### config.mk
export PLATFORM = sky130hd
export DESIGN_NAME = mux_rr_stream
export DESIGN_NICKNAME = d
export VERILOG_FILES = /design/src/rtl/mux_pkg.sv /design/src/rtl/rr_arbiter.sv /design/src/rtl/mux_rr_stream.sv
export SDC_FILE = /design/constraint.sdc
export NUM_CORES = 1
export LEC_CHECK = 0
export ABC_AREA = 0
export CORE_MARGIN = 2
export CORE_UTILIZATION = 46
export CTS_BUF_LIST = sky130_fd_sc_hd__clkbuf_16
export DETAILED_ROUTE_END_ITERATION = 8
export GPL_ROUTABILITY_DRIVEN = 0
export PLACE_DENSITY = 0.86
export SETUP_SLACK_MARGIN = 0.2
export SYNTH_ARGS = -nofsm -noshare
export SYNTH_HDL_FRONTEND = slang
export SYNTH_HIERARCHICAL = 1
export SYNTH_SLANG_ARGS = --single-unit
### constraint.sdc
create_clock -name clk -period 4.15 [get_ports clk]
set_input_delay 1.0375 -clock clk [delete_from_list [all_inputs] [get_ports clk]]
set_output_delay 1.0375 -clock clk [all_outputs]
set_load 0.02 [all_outputs]
### src/rtl/mux_pkg.sv
// -----------------------------------------------------------------------------
// mux_pkg
// Shared constants and helpers for the round-robin stream multiplexer.
//   MODE_FIXED / MODE_RR : encodings of the 'mode' input
//   ch_w()               : width of a channel index for a given channel count
// -----------------------------------------------------------------------------
package mux_pkg;

    localparam logic MODE_FIXED = 1'b0;
    localparam logic MODE_RR    = 1'b1;

    // Channel index width; never narrower than one bit.
    function automatic int ch_w(input int num_ch);
        if (num_ch <= 1) begin
            return 1;
        end else begin
            return $clog2(num_ch);
        end
    endfunction

endpackage : mux_pkg

### src/rtl/rr_arbiter.sv
// -----------------------------------------------------------------------------
// rr_arbiter
// Purely combinational arbiter with fixed-priority and round-robin modes.
// Ports:
//   req       in  NUM_CH  request vector (one bit per channel)
//   ptr       in  CH_W    round-robin start channel (used when mode = MODE_RR)
//   mode      in  1       MODE_FIXED: lowest index wins; MODE_RR: search from ptr
//   grant     out NUM_CH  one-hot grant, all zero when no request
//   grant_idx out CH_W    encoded index of the granted channel (0 if none)
//   grant_any out 1       some channel is granted
// -----------------------------------------------------------------------------
module rr_arbiter
    import mux_pkg::*;
#(
    parameter int NUM_CH = 4,
    localparam int CH_W  = ch_w(NUM_CH)
) (
    input  logic [NUM_CH-1:0] req,
    input  logic [CH_W-1:0]   ptr,
    input  logic              mode,
    output logic [NUM_CH-1:0] grant,
    output logic [CH_W-1:0]   grant_idx,
    output logic              grant_any
);

    int cand_s;

    // Walk the channels starting at ptr (round-robin) or 0 (fixed); first hit wins.
    always_comb begin
        grant     = '0;
        grant_idx = '0;
        grant_any = 1'b0;
        cand_s    = 0;
        for (int off = 0; off < NUM_CH; off++) begin
            if (mode == MODE_RR) begin
                cand_s = int'(ptr) + off;
            end else begin
                cand_s = off;
            end
            // ptr < NUM_CH, so a single subtraction completes the wrap.
            if (cand_s >= NUM_CH) begin
                cand_s = cand_s - NUM_CH;
            end else begin
                cand_s = cand_s;
            end
            if (!grant_any && req[cand_s]) begin
                grant[cand_s] = 1'b1;
                grant_idx     = CH_W'(cand_s);
                grant_any     = 1'b1;
            end else begin
                grant_any     = grant_any;
            end
        end
    end

endmodule : rr_arbiter

### src/rtl/mux_rr_stream.sv
// -----------------------------------------------------------------------------
// mux_rr_stream
// N-channel valid/ready stream multiplexer with a one-entry registered output.
// Ports:
//   clk       in  1              rising-edge clock
//   rst_n     in  1              asynchronous active-low reset
//   mode      in  1              0 = fixed priority (ch0 highest), 1 = round-robin
//   in_valid  in  NUM_CH         per-channel valid
//   in_ready  out NUM_CH         per-channel ready (combinational, depends on in_valid)
//   in_data   in  NUM_CH*DATA_W  channel i at [i*DATA_W +: DATA_W]
//   out_valid out 1              output register holds a word
//   out_ready in  1              consumer accepts the word
//   out_data  out DATA_W         registered data
//   out_ch    out CH_W           source channel of out_data
// -----------------------------------------------------------------------------
module mux_rr_stream
    import mux_pkg::*;
#(
    parameter int NUM_CH = 4,
    parameter int DATA_W = 8,
    localparam int CH_W  = ch_w(NUM_CH)
) (
    input  logic                     clk,
    input  logic                     rst_n,
    input  logic                     mode,
    input  logic [NUM_CH-1:0]        in_valid,
    output logic [NUM_CH-1:0]        in_ready,
    input  logic [NUM_CH*DATA_W-1:0] in_data,
    output logic                     out_valid,
    input  logic                     out_ready,
    output logic [DATA_W-1:0]        out_data,
    output logic [CH_W-1:0]          out_ch
);

    logic [NUM_CH-1:0] grant_s;
    logic [CH_W-1:0]   grant_idx_s;
    logic              grant_any_s;
    logic              load_en_s;
    logic              in_xfer_s;
    logic [DATA_W-1:0] sel_data_s;
    logic [CH_W-1:0]   ptr_next_s;

    logic              out_valid_r;
    logic [DATA_W-1:0] out_data_r;
    logic [CH_W-1:0]   out_ch_r;
    logic [CH_W-1:0]   ptr_r;

    rr_arbiter #(
        .NUM_CH    (NUM_CH)
    ) u_arb (
        .req       (in_valid),
        .ptr       (ptr_r),
        .mode      (mode),
        .grant     (grant_s),
        .grant_idx (grant_idx_s),
        .grant_any (grant_any_s)
    );

    // Handshake control: register can load when empty or draining this cycle.
    // rst_n gates ready so upstream sees no transfer while reset is asserted.
    always_comb begin
        load_en_s = ~out_valid_r | out_ready;
        in_ready  = grant_s & {NUM_CH{load_en_s & rst_n}};
        in_xfer_s = grant_any_s & load_en_s & rst_n;
    end

    // Selected channel's data and the pointer value that follows it.
    always_comb begin
        sel_data_s = in_data[int'(grant_idx_s)*DATA_W +: DATA_W];
        if (grant_idx_s == CH_W'(NUM_CH - 1)) begin
            ptr_next_s = '0;
        end else begin
            ptr_next_s = grant_idx_s + CH_W'(1);
        end
    end

    // Output register and round-robin pointer.
    always_ff @(posedge clk or negedge rst_n) begin
        if (!rst_n) begin
            out_valid_r <= 1'b0;
            out_data_r  <= '0;
            out_ch_r    <= '0;
            ptr_r       <= '0;
        end else if (in_xfer_s) begin
            out_valid_r <= 1'b1;
            out_data_r  <= sel_data_s;
            out_ch_r    <= grant_idx_s;
            ptr_r       <= ptr_next_s;
        end else if (out_valid_r && out_ready) begin
            out_valid_r <= 1'b0;
        end else begin
            out_valid_r <= out_valid_r;
        end
    end

    assign out_valid = out_valid_r;
    assign out_data  = out_data_r;
    assign out_ch    = out_ch_r;

endmodule : mux_rr_stream

==> out/results.ini, run 1 <==
[run_status]
status = finished, final reports clean

[synth]
synth.top_cell.area_share_pct = 25.27
ys_ff_latch = 13
ys_seq_area_share_pct = 25.27
ys_warn_count = 6
yosys-top-cells-area = dfrtp_1 (25%), mux4_2 (14%), mux2_2 (8.7%)
synth.most_common_cell = dfrtp_1
syn_inst = 127
netlist_area_um2 = 1287
syn_nets = 168
ys.flop_type = dfrtp_1
ys_types = 48
netlist_top_cells_count = dfrtp_1 (13), mux2_2 (10), nand2_1 (10)
synth_area_leader_cell = dfrtp_1
synth_edf_count = 0
synthArstFlopShare_pct = 100.0
avgSynthCellArea_um2 = 10.14

[die]
dieArea_um2 = 3238
fp.dieW_um = 56.91
start_util_pct = 47.51
pin_count = 55
die_y_um = 56.91
rows = 19
floorplan.core_area_um2 = 2710

[clocking]
clock-sinks = 13
postCtsHoldBufs = 0
cts_tree = yes
cts_made_buffers = 3
cts_root_buf = clkbuf_16
cts.htree.levels = 1
cts_buffer_depth = 2
clock_latency_ns = 0.23
cts_setup_buffers = 0
clk_pin_slew_worst_paths_ns = 0.04

[finish]
multi_input_area_um2 = 894.6
n_antenna_cell = 0
syn2layout_area_growth_pct = 58.41
drive_gt1_share_pct = 33.68
nets = 235
seq_area_um2 = 325.3
fillerInstances = 170
design_area_um2 = 2039

[route]
drt_pass1_iterations = 4
drc = 0
wirelength_mm = 4.092
vias = 1373
via_per_inst = 6.129
dr.first_iter.drc_count = 96
ant_nets = 0
wl_per_cell_um = 18.27

[power_and_ir_drop]
ir_worst_vdd_uv = 530.5
cellInternalPower_uw = 748.6
seq_power_share_pct = 22.2
p_switching_uw = 526.8
p_per_area_nw_per_um2 = 625.4
p_leak_uw = 0.0008731
clock_power_share_pct = 13.5
pwr-share-comb_pct = 64.3
switching_share_pct = 41.30

[critical_path]
worstSetupStartpointType = primary input
slowest_delay_ns = 0.42
critPathMaxFanout = 7
critPathArrivalTime_ns = 2.84
cp_data_required_time_ns = 3.11
criticalPathCategory = in -> out
path_cells = clkdlybuf4s50_1 > buf_4 > a221oi_4 > o211ai_4 > nand3_1 > and4_1 > and3_1 > clkdlybuf4s15_2
crit_path_top_delay_cell = clkdlybuf4s50_1
critPathCaptureType = primary output

[global_route]
grt_pass1_wl_mm = 6.934
antenna_found_initial = 0
grt_max_degree = 21
track_usage_pct = 27.29
grt-ovfl-total = 0
grt_pass1_vias = 1472

[sta]
setup_viol = 0
slew_headroom_pct = 48.67
skew_ns = 0.001307
layout_setup_ws_ns = 0.2744
period_share_pct = 93.39
min_period_ns = 3.876
grt_setup_unrepaired = true
drv_slew = 0
fmax_mhz = 258.0
timing.final.hold_violations = 0
tightest_slew_ns = 0.7700

[flow_run]
maxCapViolCount = 0

[placed_design]
port_buffers = 54
dpl-instance-area_um2 = 1943
dp_hpwl_mm = 2.926
dpl_worst_slack_ns = -0.2705

[hold_path]
worstHoldPathType = reg -> reg

cell type report:
class / instances / area share [%]
clock buffers: 3 / 3.681
multi-input cells: 96 / 43.86
inverters: 4 / 0.7362
clock inverters: 1 / 0.1840
flip-flops and latches: 13 / 15.95
well taps: 31 / 1.902
repair buffers: 76 / 33.68
path summary, 6_finish.rpt:
check                            start  slack (ns)  cells after the start     endpoint
min                        out_data[3]        0.50                      1  out_data[3]
min reg2reg                out_data[3]        0.50                      1  out_data[3]
max                        in_valid[1]        0.27                      8  in_ready[2]
max in group asynchronous        rst_n        2.56                      2     ptr_r[0]
max reg2reg                   ptr_r[0]        0.93                      9  out_data[6]
min in group asynchronous        rst_n        1.12                      1    out_valid
sequential cells by signal (all words and copies together), names as in the netlist:
signal,count
out_ch,2
out_data,8
out_valid,1
ptr_r,2
what timing repair did:
item | in CTS | in global routing
cloned | 0 | 0
setup endpoints to repair | 4 | 4
pin swaps | 1 | 2
gates resized for setup | 15 | 10
power by group through the flow:
stage | registers (uW) | logic (uW) | clock network [uW]
6_report | 283 | 820 | 173
3_3_place_gp | 269 | 744 | 0
3_5_place_dp | 275 | 773 | 0
5_1_grt | 295 | 876 | 184
4_1_cts | 278 | 801 | 176
2_1_floorplan | 282 | 509 | 0
logic make-up (layout without fill, tap and decap cells):
family,after synthesis,after routing,share of synthesized area (%)
XOR/XNOR,1,1,1.264
AO/OA/AOI/OAI,27,27,18.56
buffers and inverters,18,84,8.649
multiplexers,23,23,26.92
AND/OR/NAND/NOR,44,44,18.37
adder cells (fa/ha/maj),1,1,0.9717
flip-flops,13,13,25.27
stage by stage:
stage | TNS (ns) | hold slack (ns) | util, % | power, uW | cells
after global placement | -0.7901 | 0.4859 | 71.70 | 1014 | 220
after floorplan | 0 | 0.4655 | - | 791.2 | 127
after CTS | 0 | 0.5037 | 75.07 | 1256 | 224
after global routing | 0 | 0.5299 | 75.25 | 1356 | 224
after detailed placement | -1.037 | 0.4891 | 71.70 | 1049 | 220
final | 0 | 0.5020 | 75.25 | 1275 | 224
layer usage:
| layer | track usage [%] | share of wire, % |
|---|---|---|
| met5 | 0 | 0 |
| met3 | 6.221 | 10 |
| met4 | 12.62 | 4.3 |
| met1 | 32.74 | 36 |
| met2 | 46.31 | 50 |
cells in the final DEF (no fill, tap or decap), drive strengths merged, types with 4 or more instances in the layout:
cell type	Yosys	routed
clkdlybuf4s50	0	46
buf	11	23
dfrtp	13	13
mux2	13	13
nand2	12	12
nor2	9	9
mux4	8	8
nand3	7	7
clkbuf	3	6
and3	5	5
inv	4	5
a21oi	4	4
a221oi	4	4
critical path: cells and delay by family:
family,cells,cell delay (ns)
simple gates,3,0.45
compound gates,2,0.49
buf+inv,3,0.86
(Power assumes the default switching activity.)
==> run 2: changes to the inputs <==
--- a/config.mk
+++ b/config.mk
@@ -7,11 +7,11 @@
 export LEC_CHECK = 0
 export ABC_AREA = 0
 export CORE_MARGIN = 2
-export CORE_UTILIZATION = 46
+export CORE_UTILIZATION = 43
 export CTS_BUF_LIST = sky130_fd_sc_hd__clkbuf_16
 export DETAILED_ROUTE_END_ITERATION = 8
 export GPL_ROUTABILITY_DRIVEN = 0
-export PLACE_DENSITY = 0.86
+export PLACE_DENSITY = 0.81
 export SETUP_SLACK_MARGIN = 0.2
 export SYNTH_ARGS = -nofsm -noshare
 export SYNTH_HDL_FRONTEND = slang
==> constraint.sdc (replaced) <==
create_clock -name clk -period 3.7 [get_ports clk]
set_input_delay 0.925 -clock clk [delete_from_list [all_inputs] [get_ports clk]]
set_output_delay 0.925 -clock clk [all_outputs]
set_load 0.02 [all_outputs]
==> run 2 against run 1 <==
  * Final area rose by 3.8%
  * Setup slack improved by 0.010 ns
  * First-iteration DRC count fell by 20%
  * Wire length fell by 10%
  * Sequential power rose by 7.4%
  * Cell count rose by 2.7%
  * Utilization rose by 0.21 points
  * Clock-buffer cell count did not move
  * Global-route usage fell by 3.2 points
  * Non-clock buffer count rose by 6
  * Highest routed layer unchanged
==> out/results.ini, run 2 (synthesis results as in run 1) <==
[sta]
period_share_pct = 92.31
skew_ns = 0.002603  ; +0.001296 ns
drv_slew = 0  ; unchanged
setup_viol = 0  ; unchanged
grt_setup_unrepaired = true
timing.final.hold_violations = 0  ; unchanged
fmax_mhz = 292.8
slew_headroom_pct = 71.22  ; +23 points
min_period_ns = 3.415
tightest_slew_ns = 0.4317  ; -0.3383 ns
layout_setup_ws_ns = 0.2847  ; +0.01031 ns
setup_tns_ns = 0  ; unchanged

[critical_path]
criticalPathCategory = in -> out
critPathMaxFanout = 8  ; +1
r2r_end = out_data[0]
critPathArrivalTime_ns = 2.49  ; -0.35 ns
worstRegToRegCells = 9  ; unchanged
worstSetupStartpointType = primary input
critPathCaptureType = primary output
crit_start = mode
cp_data_required_time_ns = 2.77  ; -0.34 ns
reg2reg_slack_ns = 0.90  ; -0.03 ns
rr_startpoint = ptr_r[0]

[placed_design]
port_buffers = 54  ; unchanged
dp_cells = 224  ; +1.8%
dp_hpwl_mm = 2.839  ; -3.0%
dpl_worst_slack_ns = -0.4716  ; -0.2011 ns

[die]
die_y_um = 58.72  ; +3.2%
start_util_pct = 45.90  ; -1.6 points
pin_count = 55  ; unchanged
floorplan.core_area_um2 = 2805  ; +3.5%
rows = 19  ; unchanged
dieArea_um2 = 3448  ; +6.5%
fp.dieW_um = 58.72  ; +3.2%

[finish]
nets = 241  ; +2.6%
drive_gt1_share_pct = 35.68  ; +2.0 points
n_antenna_cell = 0  ; unchanged
largest_reg_flops = 8  ; unchanged
seq_area_um2 = 326.6  ; +0.38%
final_common_cell = clkdlybuf4s50_1
multi_input_area_um2 = 903.4  ; +0.98%
instances_no_fill = 230  ; +2.7%
final_cell_mix = clkdlybuf4s50_1 (45), buf_4 (26), dfrtp_1 (12)
syn2layout_area_growth_pct = 64.43
fillerInstances = 183  ; +7.6%

[global_route]
grt_pass1_wl_mm = 6.368  ; -8.2%
track_usage_pct = 24.12  ; -3.2 points
grt_max_degree = 21  ; unchanged
antenna_found_initial = 0  ; unchanged
grt_pass1_vias = 1391  ; -5.5%
grt-ovfl-total = 0  ; unchanged

[route]
wirelength_mm = 3.682  ; -10%
vias = 1333  ; -2.9%
ant_nets = 0  ; unchanged
dr.first_iter.drc_count = 77  ; -20%
drt_pass1_iterations = 4  ; unchanged
via_per_inst = 5.796  ; -5.4%
wl_per_cell_um = 16.01  ; -12%
drc = 0  ; unchanged

[power_and_ir_drop]
fin_total_pwr_uw = 1459  ; +14%
p_per_area_nw_per_um2 = 689.4  ; +10%
pwr-share-comb_pct = 65.5  ; +1.2 points
seq_power_share_pct = 20.8  ; -1.4 points
ir_worst_vdd_uv = 407.5  ; -23%
switching_share_pct = 39.90  ; -1.4 points
p_leak_uw = 0.0009050  ; +3.7%
cellInternalPower_uw = 877.2  ; +17%
clock_power_share_pct = 13.7  ; +0.2 points
p_switching_uw = 582.2  ; +11%

[clocking]
clock-sinks = 13  ; unchanged
cts_root_buf = clkbuf_16
cts.htree.levels = 1  ; unchanged
cts_buffer_depth = 2  ; unchanged
clk_pin_slew_worst_paths_ns = 0.04  ; about the same
clock_latency_ns = 0.24  ; about the same
cts_tree = yes
cts_made_buffers = 3  ; unchanged

[hold_path]
min-delay-start = out_ch[1]
whs_path_depth = 1  ; unchanged
worstHoldPathType = reg -> reg
hold_end = out_ch[1]

[flow_run]
maxCapViolCount = 0  ; unchanged

[run_status]
status = finished, final reports clean

-- run 2: worst max path at each step --
stage,endpoint,slack [ns]
after floorplan,in_ready[0],0.57
after global placement,in_ready[2],-0.40
after detailed placement,in_ready[0],-0.47
after CTS,in_ready[0],0.27
after global routing,in_ready[0],0.20
final,in_ready[2],0.28
-- run 2: routing by layer --
layer	global-route usage [%]	wire (um)	vias up
met4	8.766	45	0
met3	5.275	319	5
met2	41.90	1894	77
li1	-	-	622
met1	29.21	1422	629
met5	0	0	-
-- run 2: power groups by stage --
stage | Clock (uW) | Sequential, uW | Combinational [uW]
finish | 200 | 304 | 955
global route | 206 | 316 | 1030
CTS | 201 | 302 | 954
detailed placement | 0 | 297 | 913
global placement | 0 | 295 | 874
floorplan | 0 | 316 | 571
-- run 2: timing repair --
action	CTS	global route
resized for setup	33	2
pin swaps	8	1
buffers inserted	1	1
setup endpoints to repair	4	2
hold buffers	0	0
-- run 2: worst max-delay path: stages --
cell	delay [ns]
dlygate4sd2_1	0.24
buf_6	0.13
buf_4	0.15
o2111a_1	0.17
o211ai_4	0.28
nand3_1	0.10
and4_1	0.16
and3_1	0.16
buf_4	0.16
-- run 2: layout make-up --
cell class | instances | area share [%]
multi-input combinational | 96 | 42.67
inverter | 4 | 0.7092
clock inverter | 1 | 0.1773
sequential | 13 | 15.43
clock buffer | 3 | 3.546
tap | 31 | 1.832
timing repair buffer | 82 | 35.64
-- run 2: stage by stage --
step / hold slack, ns / util [%] / area, um^2
after global routing: 0.5322 / 75.47 / 2117
after detailed placement: 0.4854 / 70.79 / 1986
final: 0.5037 / 75.47 / 2117
after global placement: 0.4761 / 70.79 / 1986
after CTS: 0.5084 / 75.11 / 2107
after floorplan: 0.4655 / - / 1287
